### src/rtl/pulse_safety_monitor.sv
// Laser trigger gate: enforces pulse-width and repetition-rate limits on trig_in,
// latches fault causes and reports a status byte plus last accepted width/period.
module pulse_safety_monitor #(
    parameter int unsigned TICK_DIV = 16
) (
    input  logic        clk,
    input  logic        rst,
    input  logic        trig_in,
    input  logic [31:0] pulse_width_lower_limit,
    input  logic [31:0] pulse_width_upper_limit,
    input  logic [31:0] rate_lower_limit,
    input  logic        arm,
    input  logic        clear_fault,
    output logic        laser_en,
    output logic        fault,
    output logic [7:0]  monitor_status,
    output logic [31:0] last_width,
    output logic [31:0] last_period,
    output logic [15:0] pulse_count
);

    localparam int unsigned      DIV_W    = (TICK_DIV > 1) ? $clog2(TICK_DIV) : 1;
    localparam logic [DIV_W-1:0] DIV_LAST = DIV_W'(TICK_DIV - 1);

    typedef enum logic [2:0] {
        ST_IDLE     = 3'd0,
        ST_WAIT_LOW = 3'd1,
        ST_READY    = 3'd2,
        ST_PULSE    = 3'd3,
        ST_GAP      = 3'd4,
        ST_FAULT    = 3'd5
    } state_t;

    function automatic logic [31:0] sat_inc(input logic [31:0] v);
        return (v == 32'hFFFF_FFFF) ? v : v + 32'd1;
    endfunction

    state_t            state_q, state_d;
    logic [DIV_W-1:0]  div_q, div_d;
    logic              trig_prev_q;
    logic [31:0]       width_cnt_q, width_cnt_d;
    logic [31:0]       period_cnt_q, period_cnt_d;
    logic [31:0]       last_width_q, last_width_d;
    logic [31:0]       last_period_q, last_period_d;
    logic [15:0]       pulse_count_q, pulse_count_d;
    logic              ovw_q, ovw_d;
    logic              udw_q, udw_d;
    logic              rate_q, rate_d;
    logic              laser_en_q, laser_en_d;
    logic              fault_q, fault_d;
    logic [7:0]        status_q, status_d;
    logic              tick_s;
    logic              rise_s;
    logic              fall_s;

    // Measurement tick divider and trigger edge detection
    always_comb begin
        tick_s = (div_q == DIV_LAST);
        if (tick_s) begin
            div_d = '0;
        end else begin
            div_d = div_q + DIV_W'(1);
        end
        rise_s = trig_in & ~trig_prev_q;
        fall_s = ~trig_in & trig_prev_q;
    end

    // Next-state, counter and latch logic; arm=0 overrides everything except FAULT
    always_comb begin
        state_d       = state_q;
        width_cnt_d   = width_cnt_q;
        period_cnt_d  = period_cnt_q;
        last_width_d  = last_width_q;
        last_period_d = last_period_q;
        pulse_count_d = pulse_count_q;
        ovw_d         = ovw_q;
        udw_d         = udw_q;
        rate_d        = rate_q;

        if (tick_s && (state_q == ST_PULSE)) begin
            width_cnt_d = sat_inc(width_cnt_q);
        end else begin
            width_cnt_d = width_cnt_q;
        end
        if (tick_s && ((state_q == ST_PULSE) || (state_q == ST_GAP))) begin
            period_cnt_d = sat_inc(period_cnt_q);
        end else begin
            period_cnt_d = period_cnt_q;
        end

        case (state_q)
            ST_IDLE: begin
                if (arm) begin
                    state_d = ST_WAIT_LOW;
                end else begin
                    state_d = ST_IDLE;
                end
            end
            ST_WAIT_LOW: begin
                if (!arm) begin
                    state_d = ST_IDLE;
                end else if (!trig_in) begin
                    state_d = ST_READY;
                end else begin
                    state_d = ST_WAIT_LOW;
                end
            end
            ST_READY: begin
                if (!arm) begin
                    state_d = ST_IDLE;
                end else if (rise_s) begin
                    state_d      = ST_PULSE;
                    width_cnt_d  = 32'd0;
                    period_cnt_d = 32'd0;
                end else begin
                    state_d = ST_READY;
                end
            end
            ST_PULSE: begin
                if (!arm) begin
                    state_d = ST_IDLE;
                end else if (width_cnt_q >= pulse_width_upper_limit) begin
                    state_d = ST_FAULT;
                    ovw_d   = 1'b1;
                end else if (fall_s) begin
                    if (width_cnt_q < pulse_width_lower_limit) begin
                        state_d = ST_FAULT;
                        udw_d   = 1'b1;
                    end else begin
                        state_d       = ST_GAP;
                        last_width_d  = width_cnt_q;
                        pulse_count_d = pulse_count_q + 16'd1;
                    end
                end else begin
                    state_d = ST_PULSE;
                end
            end
            ST_GAP: begin
                if (!arm) begin
                    state_d = ST_IDLE;
                end else if (rise_s) begin
                    if ((rate_lower_limit != 32'd0) && (period_cnt_q < rate_lower_limit)) begin
                        state_d = ST_FAULT;
                        rate_d  = 1'b1;
                    end else begin
                        state_d       = ST_PULSE;
                        last_period_d = period_cnt_q;
                        width_cnt_d   = 32'd0;
                        period_cnt_d  = 32'd0;
                    end
                end else begin
                    state_d = ST_GAP;
                end
            end
            ST_FAULT: begin
                // A clear while the trigger is still high would re-enable mid-pulse
                if (clear_fault && !trig_in) begin
                    ovw_d  = 1'b0;
                    udw_d  = 1'b0;
                    rate_d = 1'b0;
                    if (arm) begin
                        state_d = ST_WAIT_LOW;
                    end else begin
                        state_d = ST_IDLE;
                    end
                end else begin
                    state_d = ST_FAULT;
                end
            end
            default: begin
                state_d = ST_IDLE;
            end
        endcase

        laser_en_d = (state_d == ST_PULSE);
        fault_d    = (state_d == ST_FAULT);
        status_d   = {1'b0, trig_in, rate_d, udw_d, ovw_d, fault_d, laser_en_d,
                      (state_d != ST_IDLE) && (state_d != ST_FAULT)};
    end

    // State and output registers
    always_ff @(posedge clk) begin
        if (rst) begin
            state_q       <= ST_IDLE;
            div_q         <= '0;
            trig_prev_q   <= 1'b0;
            width_cnt_q   <= 32'd0;
            period_cnt_q  <= 32'd0;
            last_width_q  <= 32'd0;
            last_period_q <= 32'd0;
            pulse_count_q <= 16'd0;
            ovw_q         <= 1'b0;
            udw_q         <= 1'b0;
            rate_q        <= 1'b0;
            laser_en_q    <= 1'b0;
            fault_q       <= 1'b0;
            status_q      <= 8'd0;
        end else begin
            state_q       <= state_d;
            div_q         <= div_d;
            trig_prev_q   <= trig_in;
            width_cnt_q   <= width_cnt_d;
            period_cnt_q  <= period_cnt_d;
            last_width_q  <= last_width_d;
            last_period_q <= last_period_d;
            pulse_count_q <= pulse_count_d;
            ovw_q         <= ovw_d;
            udw_q         <= udw_d;
            rate_q        <= rate_d;
            laser_en_q    <= laser_en_d;
            fault_q       <= fault_d;
            status_q      <= status_d;
        end
    end

    assign laser_en       = laser_en_q;
    assign fault          = fault_q;
    assign monitor_status = status_q;
    assign last_width     = last_width_q;
    assign last_period    = last_period_q;
    assign pulse_count    = pulse_count_q;

endmodule
### config.mk
export PLATFORM = sky130hd
export DESIGN_NAME = pulse_safety_monitor
export DESIGN_NICKNAME = d
export VERILOG_FILES = /design/src/rtl/pulse_safety_monitor.sv
export SDC_FILE = /design/constraint.sdc
export NUM_CORES = 1
export LEC_CHECK = 0
export CAP_MARGIN = 5
export CORE_UTILIZATION = 35
export DETAILED_ROUTE_END_ITERATION = 16
export SYNTH_ARGS = -nofsm -noshare
export SYNTH_HDL_FRONTEND = slang
export SYNTH_SLANG_ARGS = --single-unit
### constraint.sdc
create_clock -name clk -period 4.3 [get_ports clk]
set_clock_uncertainty 0.15 [all_clocks]
set_input_delay 0.86 -clock clk [delete_from_list [all_inputs] [get_ports clk]]
set_output_delay 0.86 -clock clk [all_outputs]
set_load 0.03 [all_outputs]
# [Yosys cells after proc, flatten, opt, wreduce, memory -nomap -nowiden]
# Index checks and enable logic that the tools add are counted.
[word_totals] regBits=165 in_bits=101 out_inout_bits=90
[op_classes] addsub=4 order_cmp=3 n_eq_ne=11 mux=45 bitwise=7 n_reduce_logical=13
[op_table] cell="$mux W32" n=14
[op_table] cell="$pmux W32 S2" n=2
[op_table] cell="$add A32 B1 Y32 const B" n=2
[op_table] cell="$eq A32 B32 Y1 const B" n=2
[op_table] cell="$lt A32 B32 Y1" n=2
[op_table] cell="$ge A32 B32 Y1" n=1
[op_table] cell="$reduce_bool A32 Y1" n=1
[op_table] cell="$mux W3" n=7
[op_table] cell="$pmux W3 S6" n=1
[op_table] cell="$add A16 B1 Y16 const B" n=1
[op_table] cell="$mux W1" n=15
[op_table] cell="$eq A3 B2 Y1 const B" n=3
[op_table] cell="$eq A3 B3 Y1 const B" n=3
[op_table] cell="$mux W2" n=3
[op_table] cell="$pmux W1 S2" n=3
[op_table] cell="$logic_and A1 B1 Y1" n=5
[op_table] cell="$not A1 Y1" n=5
[op_table] cell="$reduce_and A5 Y1" n=1
[op_table] cell="$add A4 B1 Y4 const B" n=1
[op_table] cell="$eq A4 B4 Y1 const B" n=1
[op_table] cell="$reduce_and A4 Y1" n=1
[op_table] cell="$eq A3 B1 Y1 const B" n=1
[op_table] cell="$logic_not A3 Y1" n=1
[op_table] cell="$ne A3 B3 Y1 const B" n=1
[op_table] cell="other kinds (5)" n=6

# [Longest topological paths before layout]
[depth] ltp_word=8 mapped_depth=13

# [Worst setup path before layout]
# Ideal clock, no wire load.
[synth_timing] path_type="input port to flip-flop" startpoint="input port pulse_width_upper_limit[13]" endpoint="register last_width_q[22], in the netlist last_width[22]" setup_ns=0.128 t_arrival_ns=3.210 required_time_ns=4.022 setup_slack_ns=0.813 cell_stages=13 path_buffers=3 cell_sequence="inv_1 -> ha_1 -> a211oi_2 -> nor2_1 -> a2111oi_4 -> o211ai_1 -> a211o_1 -> or3_1 -> buf_2 -> buf_6 -> buf_2 -> mux2i_1 -> nor2_1"
[synth_between] elab_chain_cells=3
[synth_rtl] element="start, declared" line="10" source="input logic [31:0] pulse_width_upper_limit,"
[synth_rtl] element="$ge A32 B32 Y1" line="122" source="end else if (width_cnt_q >= pulse_width_upper_limit) begin"
[synth_rtl] element="$not A1 Y1 (no source line)"
[synth_rtl] element="$reduce_and A5 Y1 (no source line)"
[synth_rtl] element="end signal, assigned" line="204" source="last_width_q <= last_width_d;"
[synth_rtl] element="end, declared" line="43" source="logic [31:0] last_width_q, last_width_d;"
# No other way between the ends.
# A chain may end at the register's enable or synchronous reset.

# [Worst setup path in the final report]
[layout_timing] startpoint="input port pulse_width_upper_limit[13]" endpoint="register pulse_count_q[12], in the netlist pulse_count[12]"
[layout_between] elab_chain_cells=3
[layout_rtl] element="$ge A32 B32 Y1" line="122"
[layout_rtl] element="$not A1 Y1 (no source line)"
[layout_rtl] element="$reduce_and A5 Y1 (no source line)"
[layout_rtl] element="end signal, assigned" line="206" source="pulse_count_q <= pulse_count_d;"
[layout_rtl] element="end, declared" line="45" source="logic [15:0] pulse_count_q, pulse_count_d;"
# No other way between the ends.

==> impl_metrics.env <==
export IMPL_synthCells=1045
export IMPL_r2r_setup_slack_ps=790
export IMPL_p_per_area_nw_per_um2=278
export IMPL_r2r_start="width_cnt_q[0]$_SDFF_PP0_"
export IMPL_max_cap_violations=0
export IMPL_synth_flop_cell="dfxtp_1"
export IMPL_wl_per_cell_um=14.6
export IMPL_antenna_found_initial=0
export IMPL_setup_viol=0
export IMPL_die_area_um2=26100
export IMPL_holdPathEnd="div_q[0]$_SDFF_PP0_"
export IMPL_worstPathRequired_ps=4450
export IMPL_clkLatencyLatePin_ps=430
export IMPL_clk_path_buf_depth=2
export IMPL_hold_path_cell_count=1
export IMPL_synth_top_area_cell="dfxtp_1"
export IMPL_via_count=7552
export IMPL_cts_tree="built"
export IMPL_rsz0062_at_grt="false"
export IMPL_synth_simple_area_share_pct=21.2
export IMPL_drt_pass1_iter_count=5
export IMPL_avgViaCountPerCell=4.83
export IMPL_synth_avg_cell_area_um2=8.52
export IMPL_core_um2=24600
export IMPL_synthesis_nets=1244
export IMPL_synth_common_cells="nor2_1 (178), dfxtp_1 (158), inv_1 (109)"
export IMPL_hp_class="register to register"
export IMPL_fin_crit_sh_pct=91.1
export IMPL_syn_cell_area_um2=8900
export IMPL_grt_ovfl_total=0
export IMPL_peakVddDrop_mv=0.197
export IMPL_synth_area_mux_share_pct=6.97
export IMPL_fmax_mhz=255
export IMPL_cts_sinks=158
export IMPL_r2r_cells=11
export IMPL_die_w_um=161
export IMPL_cts_setup_buffers=0
export IMPL_num_io_pins=191
export IMPL_nFillCells=2382
export IMPL_synth_edf_count=0
export IMPL_drt_iter0_markers=265
export IMPL_cts_root_buf="clkbuf_16"
export IMPL_synth_seq_cells=158
export IMPL_gr_usage_all_layers_pct=18.1
export IMPL_yosys_top_cells_area="dfxtp_1 (36%), ha_1 (14%), nor2_1 (7.5%)"
export IMPL_layout_drive_gt1_share_pct=5.08
export IMPL_grt_pass1_wl_um=37400
export IMPL_cts_clk_slew_worst_paths_ps=60
export IMPL_min_period_ps=3920
export IMPL_yosys_area_share_adder_pct=13.8
export IMPL_yosysUniqueCellTypes=53
export IMPL_status="complete, no violations"
export IMPL_ant_nets=0
export IMPL_critical_path_max_stage_delay_ps=600
export IMPL_synth_most_common_cell="nor2_1"
export IMPL_grt_max_degree=63
export IMPL_synth_xor_area_share_pct=7.58
export IMPL_synth_compound_gate_area_share_pct=7.97
export IMPL_tightest_slew_ps=950
export IMPL_cts_buffers_inserted=17
export IMPL_first_global_vias=7420
export IMPL_area_growth_pct=32.0
export IMPL_crit_type="input pin to register"
export IMPL_dp_cells=1533
export IMPL_dp_slack_ps=-71.4
export IMPL_ys_warn_count=0
export IMPL_final_nets=1427
export IMPL_min_from="div_q[0]$_SDFF_PP0_"
export IMPL_leakage_nw=5.37
export IMPL_synthArstFlopShare_pct=0
export IMPL_slowest_stage="or3_2"
export IMPL_antennaDiodeCount=0
export IMPL_synth_top_family_by_area="simple AND/OR/NAND/NOR gates"
export IMPL_slew_headroom_pct=36.2
export IMPL_portBuffers=189
export IMPL_cp_max_fo=14
export IMPL_arrival_ps=4070
export IMPL_synth_top_cell_area_share_pct=35.5
export IMPL_path_common_cell="nor2_1"
export IMPL_rows=57
export IMPL_synth_yosys_seq_area_share_pct=35.5
export IMPL_end_kind="register"
export IMPL_hold_violations=0
export IMPL_place_congestion=0.786
export IMPL_start_util_pct=36.2
export IMPL_crit_chain="clkdlybuf4s50_1, inv_1, ha_1, a211oi_2, nor2_1, a2111oi_4, o211ai_1, a211o_1, or3_2, nor4_1, xnor2_1, nor2_1"
export IMPL_die_h_um=161
export IMPL_htree_levels=4
export IMPL_drcViolationCount=0
export IMPL_cts_resized=0
export IMPL_hold_buffers=0
export IMPL_r2r_end="pulse_count[12]$_SDFFE_PP0P_"
export IMPL_finalWirelength_um=22800
export IMPL_post_dp_hpwl_um=17500
export IMPL_worstSetupStartpointType="input pin"
export IMPL_setup_ws_ps=383
export IMPL_slew_viol_final=0
export IMPL_finalNonFillerCells=1564
-- metrics by stage --
stage	total power [mW]	TNS [ps]	utilization, %	hold WS (ps)	instance area (µm²)
floorplan	1.60	0	-	290	8900
global placement	1.73	0	45.3	312	11100
detailed placement	1.73	-1390	45.3	321	11100
CTS	3.31	0	47.7	335	11700
global route	3.40	0	47.7	369	11700
finish	3.26	0	47.7	335	11700
-- state kept, by name, summed over array words and instances (netlist names), named ones only --
name	count
pulse_count	16
period_cnt_q	32
last_period	32
div_q	4
trig_prev_q	1
monitor_status	3
state_q	3
last_width	32
width_cnt_q	32
-- cells in the final DEF (no fill, tap or decap), drive strengths merged, types with 15 or more instances in the layout --
master	count
nand2	64
xor2	44
nor2	178
clkbuf	20
o21ai	16
nor4	15
clkdlybuf4s50	188
buf	15
inv	111
ha	98
nor3	20
a21oi	42
mux2i	62
nand4	26
xnor2	33
dfxtp	158
nand3	38
-- worst max-delay path by stage --
stage | startpoint | slack [ps] | endpoint | cells past startpoint
after global placement | pulse_width_upper_limit[13] | 30 | pulse_count[2]$_SDFFE_PP0P_ | 13
after detailed placement | pulse_width_upper_limit[13] | -70 | pulse_count[12]$_SDFFE_PP0P_ | 12
final | pulse_width_upper_limit[13] | 380 | pulse_count[12]$_SDFFE_PP0P_ | 12
after CTS | pulse_width_upper_limit[13] | 380 | pulse_count[12]$_SDFFE_PP0P_ | 12
after floorplan | pulse_width_upper_limit[13] | 810 | last_width[22]$_SDFFE_PP0P_ | 13
after global routing | pulse_width_upper_limit[13] | 190 | pulse_count[9]$_SDFFE_PP0P_ | 13
-- metal layers --
metal	vias up	GRT usage [%]	wire, µm
li1	3906	-	-
met1	3493	23.7	10900
met2	132	29.7	10600
met3	21	3.21	836
met4	0	6.13	375
met5	-	0	0
-- final cells by class --
| type | instances | area, µm² | share of cell area, % |
|---|---|---|---|
| sequential | 158 | 3160 | 26.9 |
| timing repair buffer | 203 | 2030 | 17.3 |
| tap | 324 | 405 | 3.45 |
| clock inverter | 11 | 158 | 1.34 |
| inverter | 109 | 409 | 3.48 |
| multi-input combinational | 739 | 5120 | 43.6 |
| clock buffer | 20 | 457 | 3.89 |
-- power breakdown --
| group | switching, mW | total [mW] | internal [mW] |
|---|---|---|---|
| Combinational | 0.102 | 0.225 | 0.123 |
| Sequential | 0.00433 | 1.47 | 1.47 |
| Clock | 0.619 | 1.57 | 0.948 |
| Total | 0.725 | 3.26 | 2.54 |
-- cells by family (layout without fill, tap and decap cells) --
kind of cell,after synthesis,in the layout
AOI/OAI and AO/OA,105,105
xor gates and xnor gates,77,77
adders and majority gates,98,98
buffers and inverters,148,343
DFF,158,158
muxes,62,62
other,1,1
and+or+nand+nor,396,396
-- worst max-delay path, delay by kind of cell --
kind | cells | cell delay (ps)
buf+inv | 2 | 490
xor+xnor | 1 | 170
fa+ha+maj | 1 | 320
simple gates | 4 | 1160
compound gates | 4 | 1060
Power figures use the tool's default switching activity.
